===== config.mk =====
export PLATFORM = sky130hd
export DESIGN_NAME = mem_access_stage
export DESIGN_NICKNAME = d
export VERILOG_FILES = /design/src/rtl/mem_access_stage_pkg.sv /design/src/rtl/mem_timeout_cnt.sv /design/src/rtl/mem_access_stage.sv
export SDC_FILE = /design/constraint.sdc
export NUM_CORES = 1
export LEC_CHECK = 0
export BUFFER_PORTS_ARGS = -buffer_cell sky130_fd_sc_hd__clkbuf_2
export CAP_MARGIN = 20
export CORE_MARGIN = 2
export CORE_UTILIZATION = 34
export DETAILED_ROUTE_END_ITERATION = 6
export GPL_TIMING_DRIVEN = 0
export PLACE_DENSITY_LB_ADDON = 0.05
export SLEW_MARGIN = 40
export SYNTH_ARGS = -nofsm -noshare
export SYNTH_HDL_FRONTEND = slang
export SYNTH_SLANG_ARGS = --single-unit

===== constraint.sdc =====
create_clock -name clk -period 9.7 [get_ports clk]
set_input_delay 1.94 -clock clk [delete_from_list [all_inputs] [get_ports clk]]
set_output_delay 1.94 -clock clk [all_outputs]
set_load 0.01 [all_outputs]

===== src/rtl/mem_access_stage_pkg.sv =====
// Shared types and constants for the EX/MEM data-memory access stage.
// State encoding, read/write select values and default bus widths.
package mem_access_stage_pkg;

    typedef enum logic [1:0] {
        ST_IDLE = 2'd0,
        ST_REQ  = 2'd1
    } state_t;

    localparam logic RW_READ  = 1'b0;
    localparam logic RW_WRITE = 1'b1;

    localparam int ADDR_W_DEF = 20;
    localparam int DATA_W_DEF = 32;

endpackage


===== src/rtl/mem_timeout_cnt.sv =====
// Wait-cycle counter for an outstanding memory request.
// hit flags the last cycle allowed before the request is aborted.
module mem_timeout_cnt
    import mem_access_stage_pkg::*;
#(
    parameter int CNT_W   = 8,
    parameter int TIMEOUT = 255
) (
    input  logic clk,
    input  logic rst,
    input  logic clr,
    input  logic en,
    output logic hit
);

    logic [CNT_W-1:0] count;

    // Count cycles spent waiting; clear has priority over enable.
    always_ff @(posedge clk or posedge rst) begin
        if (rst) begin
            count <= '0;
        end else if (clr) begin
            count <= '0;
        end else if (en) begin
            count <= count + 1'b1;
        end
    end

    // Terminal count decode.
    always_comb begin
        hit = (count == CNT_W'(TIMEOUT - 1));
    end

endmodule


===== src/rtl/mem_access_stage.sv =====
// EX/MEM data-memory access stage with req/ack handshake and timeout.
// Stalls upstream while an access is outstanding, then pulses write-back.
module mem_access_stage
    import mem_access_stage_pkg::*;
#(
    parameter int ADDR_W  = ADDR_W_DEF,
    parameter int DATA_W  = DATA_W_DEF,
    parameter int TIMEOUT = 255,
    parameter int CNT_W   = 8
) (
    input  logic              clk,
    input  logic              rst,
    input  logic [ADDR_W-1:0] ex_address,
    input  logic              ex_datarw,
    input  logic              ex_dataena,
    input  logic              ex_ip_write,
    input  logic [DATA_W-1:0] ex_wdata,
    output logic              stall,
    output logic              mem_req,
    output logic              mem_rw,
    output logic [ADDR_W-1:0] mem_addr,
    output logic [DATA_W-1:0] mem_wdata,
    input  logic              mem_ack,
    input  logic [DATA_W-1:0] mem_rdata,
    output logic              wb_valid,
    output logic [DATA_W-1:0] wb_data,
    output logic              wb_ip_write,
    output logic              err_timeout
);

    state_t state;
    state_t next_state;

    logic in_idle;
    logic in_req;
    logic accept;
    logic done;
    logic cnt_hit;
    logic timeout_hit;
    logic ip_lat;

    mem_timeout_cnt #(
        .CNT_W   (CNT_W),
        .TIMEOUT (TIMEOUT)
    ) u_cnt (
        .clk (clk),
        .rst (rst),
        .clr (~in_req),
        .en  (in_req & ~mem_ack),
        .hit (cnt_hit)
    );

    // State register.
    always_ff @(posedge clk or posedge rst) begin
        if (rst) begin
            state <= ST_IDLE;
        end else begin
            state <= next_state;
        end
    end

    // Next-state: accept in IDLE, leave REQ on ack or timeout.
    always_comb begin
        next_state = ST_IDLE;
        case (state)
            ST_IDLE: begin
                next_state = ex_dataena ? ST_REQ : ST_IDLE;
            end
            ST_REQ: begin
                next_state = (mem_ack | cnt_hit) ? ST_IDLE : ST_REQ;
            end
            default: begin
                next_state = ST_IDLE;
            end
        endcase
    end

    // FSM-derived controls; stall drops in the completion cycle.
    always_comb begin
        in_idle     = (state == ST_IDLE);
        in_req      = (state == ST_REQ);
        accept      = in_idle & ex_dataena;
        done        = in_req & mem_ack;
        timeout_hit = in_req & ~mem_ack & cnt_hit;
        stall       = accept | (in_req & ~mem_ack & ~cnt_hit);
    end

    // Registered request line follows the upcoming state.
    always_ff @(posedge clk or posedge rst) begin
        if (rst) begin
            mem_req <= 1'b0;
        end else begin
            mem_req <= (next_state == ST_REQ);
        end
    end

    // Capture the access on acceptance; held stable while in REQ.
    always_ff @(posedge clk or posedge rst) begin
        if (rst) begin
            mem_addr  <= '0;
            mem_rw    <= RW_READ;
            mem_wdata <= '0;
            ip_lat    <= 1'b0;
        end else if (accept) begin
            mem_addr  <= ex_address;
            mem_rw    <= ex_datarw;
            mem_wdata <= ex_wdata;
            ip_lat    <= ex_ip_write;
        end
    end

    // One-cycle write-back: pass-through, completion or abort.
    always_ff @(posedge clk or posedge rst) begin
        if (rst) begin
            wb_valid    <= 1'b0;
            wb_data     <= '0;
            wb_ip_write <= 1'b0;
            err_timeout <= 1'b0;
        end else begin
            wb_valid    <= 1'b0;
            wb_data     <= '0;
            wb_ip_write <= 1'b0;
            err_timeout <= 1'b0;
            if (in_idle & ~ex_dataena) begin
                wb_valid    <= ex_ip_write;
                wb_ip_write <= ex_ip_write;
            end else if (done) begin
                wb_valid    <= 1'b1;
                wb_ip_write <= ip_lat;
                if (mem_rw == RW_READ) begin
                    wb_data <= mem_rdata;
                end
            end else if (timeout_hit) begin
                wb_valid    <= 1'b1;
                err_timeout <= 1'b1;
            end
        end
    end

endmodule


==> run_results.csv <==
group,metric,value,unit
status,status,"finished clean",
final_layout,final_cell_count_no_fill,572,
synth,synthCells,240,
clocking,numClockSinks,98,
worst_setup_path,crit_cells,7,
place,port_buffers,179,
clocking,clk_pin_slew,80,ps
synth,seq_area_frac_synth,0.680,
grt,grt_antenna_before_repair,0,
floorplanning,fp.dieW,107,um
synth,syn_area,3610,sq um
worst_setup_path,startpoint_type,"input pin",
grt,first_global_vias,2541,
worst_setup_path,slowest_stage,"buf_2",
worst_setup_path,crit_arrival,2940,ps
min_path,hold_class,"flip-flop to flip-flop",
clocking,ctsResizeCount,0,
clocking,cts_tree,"yes",
worst_setup_path,cpPeakStageDelay,240,ps
final_layout,layout-drive-gt1-share,0.603,
worst_setup_path,timing.critical_path.buf_inv,4,
clocking,worstSkewPairLatency,360,ps
worst_setup_path,critPathRequiredTime,7760,ps
floorplanning,core_area,10300,sq um
worst_setup_path,worstSetupPathType,"input pin to primary output",
final_layout,mostFrequentLayoutCells,"clkbuf_2 (182), dfrtp_1 (98), mux2_2 (54)",
place,place.gp.congestion,0.720,
place,placedCellCount,556,
synth,ys_warn_count,0,
timing,tightest_slew,374,ps
final_layout,layout_commonest_cell,"clkbuf_2",
detailed_routing,dr.pass1.iters,4,
worst_setup_path,r2r_cells,5,
pwr,p_leak,2.54,nW
synth,syn-num-nets,332,
worst_setup_path,end_kind,"primary output",
synth,synth-seq-cells,98,
timing,slew_headroom,0.751,
timing,fin_setup_tns,0,ps
floorplanning,die_y,107,um
floorplanning,placementRows,37,
worst_setup_path,cp_max_fo,10,
run,cap_violations,0,
worst_setup_path,crit_chain,"clkbuf_2 > nor2b_1 > buf_2 > buf_4 > a21oi_1 > a21oi_1 > clkbuf_2",
final_layout,multi_input_comb_area,1080,sq um
worst_setup_path,crit_family,"buffers and inverters",
detailed_routing,drtIter0Drc,82,
final_layout,diodes,0,
timing,fmax,205,MHz
clocking,clockRootBuffer,"clkbuf_8",
grt,grt_pass1_wl,12400,um
timing,rsz0062_at_grt,"no",
final_layout,nNetsFinal,523,
detailed_routing,antenna_left,0,
place,post-dp-hpwl,5740,um
detailed_routing,wl_per_cell,13.4,um
timing,fin_crit_sh,0.503,
clocking,max-clock-path-buffers,2,
pwr,p_per_area,198,nW/um^2
final_layout,fillerInstances,987,
grt,track_usage,0.141,
min_path,min_path_cells,1,
timing,slew_violations,0,
clocking,htree_levels,3,
synth,avgSynthCellArea,15.0,sq um
timing,skew,10.4,ps
grt,grt_overflow_total,0,
floorplanning,die-area,11500,sq um
clocking,cts_made_buffers,9,
detailed_routing,viasPerCell,4.41,
timing,period_needed,4880,ps
clocking,hold_buffers,0,
pwr,peakVddDrop,89.1,uV
detailed_routing,via_count,2525,
floorplanning,start_util,0.350,
detailed_routing,route.detailed.drc,0,
clocking,postCtsSetupRepairBufs,0,
detailed_routing,totalWireLength,7650,um
timing,setup_viol,0,
synth,ys_types,29,
floorplanning,ios,180,
final_layout,seqCellArea,2450,sq um
timing,hold_viol,0,
grt,grt_max_degree,77,
final_layout,syn2layout_area_growth,36.2,%
[cells by family after synthesis]
logic type,Yosys count,share of synthesized area
flip-flops,98,0.680
multiplexers,54,0.169
AND/OR/NAND/NOR,54,0.0936
buffers and inverters,15,0.0222
AO/OA/AOI/OAI,14,0.0218
XOR/XNOR,3,0.00728
adder cells (fa/ha/maj),2,0.00693
[worst paths after layout]
| path | from | to | slack [ps] |
|---|---|---|---|
| hold reg to reg | mem_wdata[13]$_DFFE_PP0P_ | mem_wdata[13]$_DFFE_PP0P_ | 510 |
| max in group asynchronous | rst | wb_data[19]$_DFF_PP0_ | 7590 |
| setup / recovery | ex_dataena | stall | 4820 |
| setup reg to reg | state[0]$_DFF_PP0_ | mem_rw$_DFFE_PP0P_ | 8080 |
| min in group asynchronous | rst | mem_wdata[27]$_DFFE_PP0P_ | 1500 |
| hold / removal | mem_wdata[13]$_DFFE_PP0P_ | mem_wdata[13]$_DFFE_PP0P_ | 510 |
[cell usage after synthesis]
cell	instances	area, sq um
nor3_1	1	5.00
or3_1	2	12.5
nand2b_1	2	12.5
nand3b_1	1	7.51
or3_2	1	7.51
nand3_1	3	15.0
mux2_2	54	608
o21ai_0	4	20.0
a21oi_1	7	35.0
dfrtp_1	98	2450
nand4b_1	1	8.76
inv_2	1	3.75
a2bb2oi_1	1	8.76
o31ai_1	1	7.51
nor2b_1	1	6.26
nor2_1	5	18.8
clkbuf_1	1	3.75
ha_1	2	25.0
inv_1	4	15.0
nor3_4	1	16.3
clkbuf_2	3	15.0
xor2_1	3	26.3
nand2_1	2	7.51
buf_2	1	5.00
buf_4	5	37.5
nand4_2	1	12.5
and2_1	32	200
or4_1	1	7.51
a211oi_1	1	7.51
[flip-flops by register name (all words and copies together) (netlist names)]
name / count
err_timeout: 1
ip_lat: 1
wb_data: 32
u_cnt.count: 8
mem_rw: 1
mem_wdata: 32
state: 1
wb_valid: 1
mem_addr: 20
wb_ip_write: 1
[through the flow]
step | setup slack (ps) | area [sq um] | hold slack (ps) | power (mW) | utilization
2_1_floorplan | 5080 | 3610 | 476 | 0.618 | -
3_3_place_gp | 3930 | 4670 | 488 | 0.715 | 0.453
3_5_place_dp | 4780 | 4710 | 494 | 0.721 | 0.456
4_1_cts | 4770 | 4910 | 516 | 0.995 | 0.476
5_1_grt | 4670 | 4910 | 527 | 1.04 | 0.476
6_report | 4820 | 4910 | 509 | 0.975 | 0.476
[power by group]
part | internal [mW] | switching [mW]
clock network | 0.133 | 0.136
registers | 0.469 | 0.0292
logic | 0.107 | 0.101
total | 0.709 | 0.266
[area by class of cell]
| type | instances | area share |
|---|---|---|
| flip-flops and latches | 98 | 0.499 |
| clock buffers | 12 | 0.0316 |
| multi-input cells | 127 | 0.219 |
| repair buffers | 180 | 0.188 |
| plain buffers | 10 | 0.0125 |
| clock inverters | 4 | 0.0102 |
| well taps | 136 | 0.0346 |
| inverters | 5 | 0.00535 |
[per-layer routing]
| metal | vias to the layer above | global-route usage | share of wire |
|---|---|---|---|
| met3 | 8 | 0.0602 | 0.10 |
| li1 | 1190 | - | - |
| met2 | 116 | 0.217 | 0.47 |
| met1 | 1211 | 0.176 | 0.42 |
| met5 | - | 0 | 0 |
| met4 | 0 | 0.0538 | 0.013 |
Power figures use the tool's default switching activity.
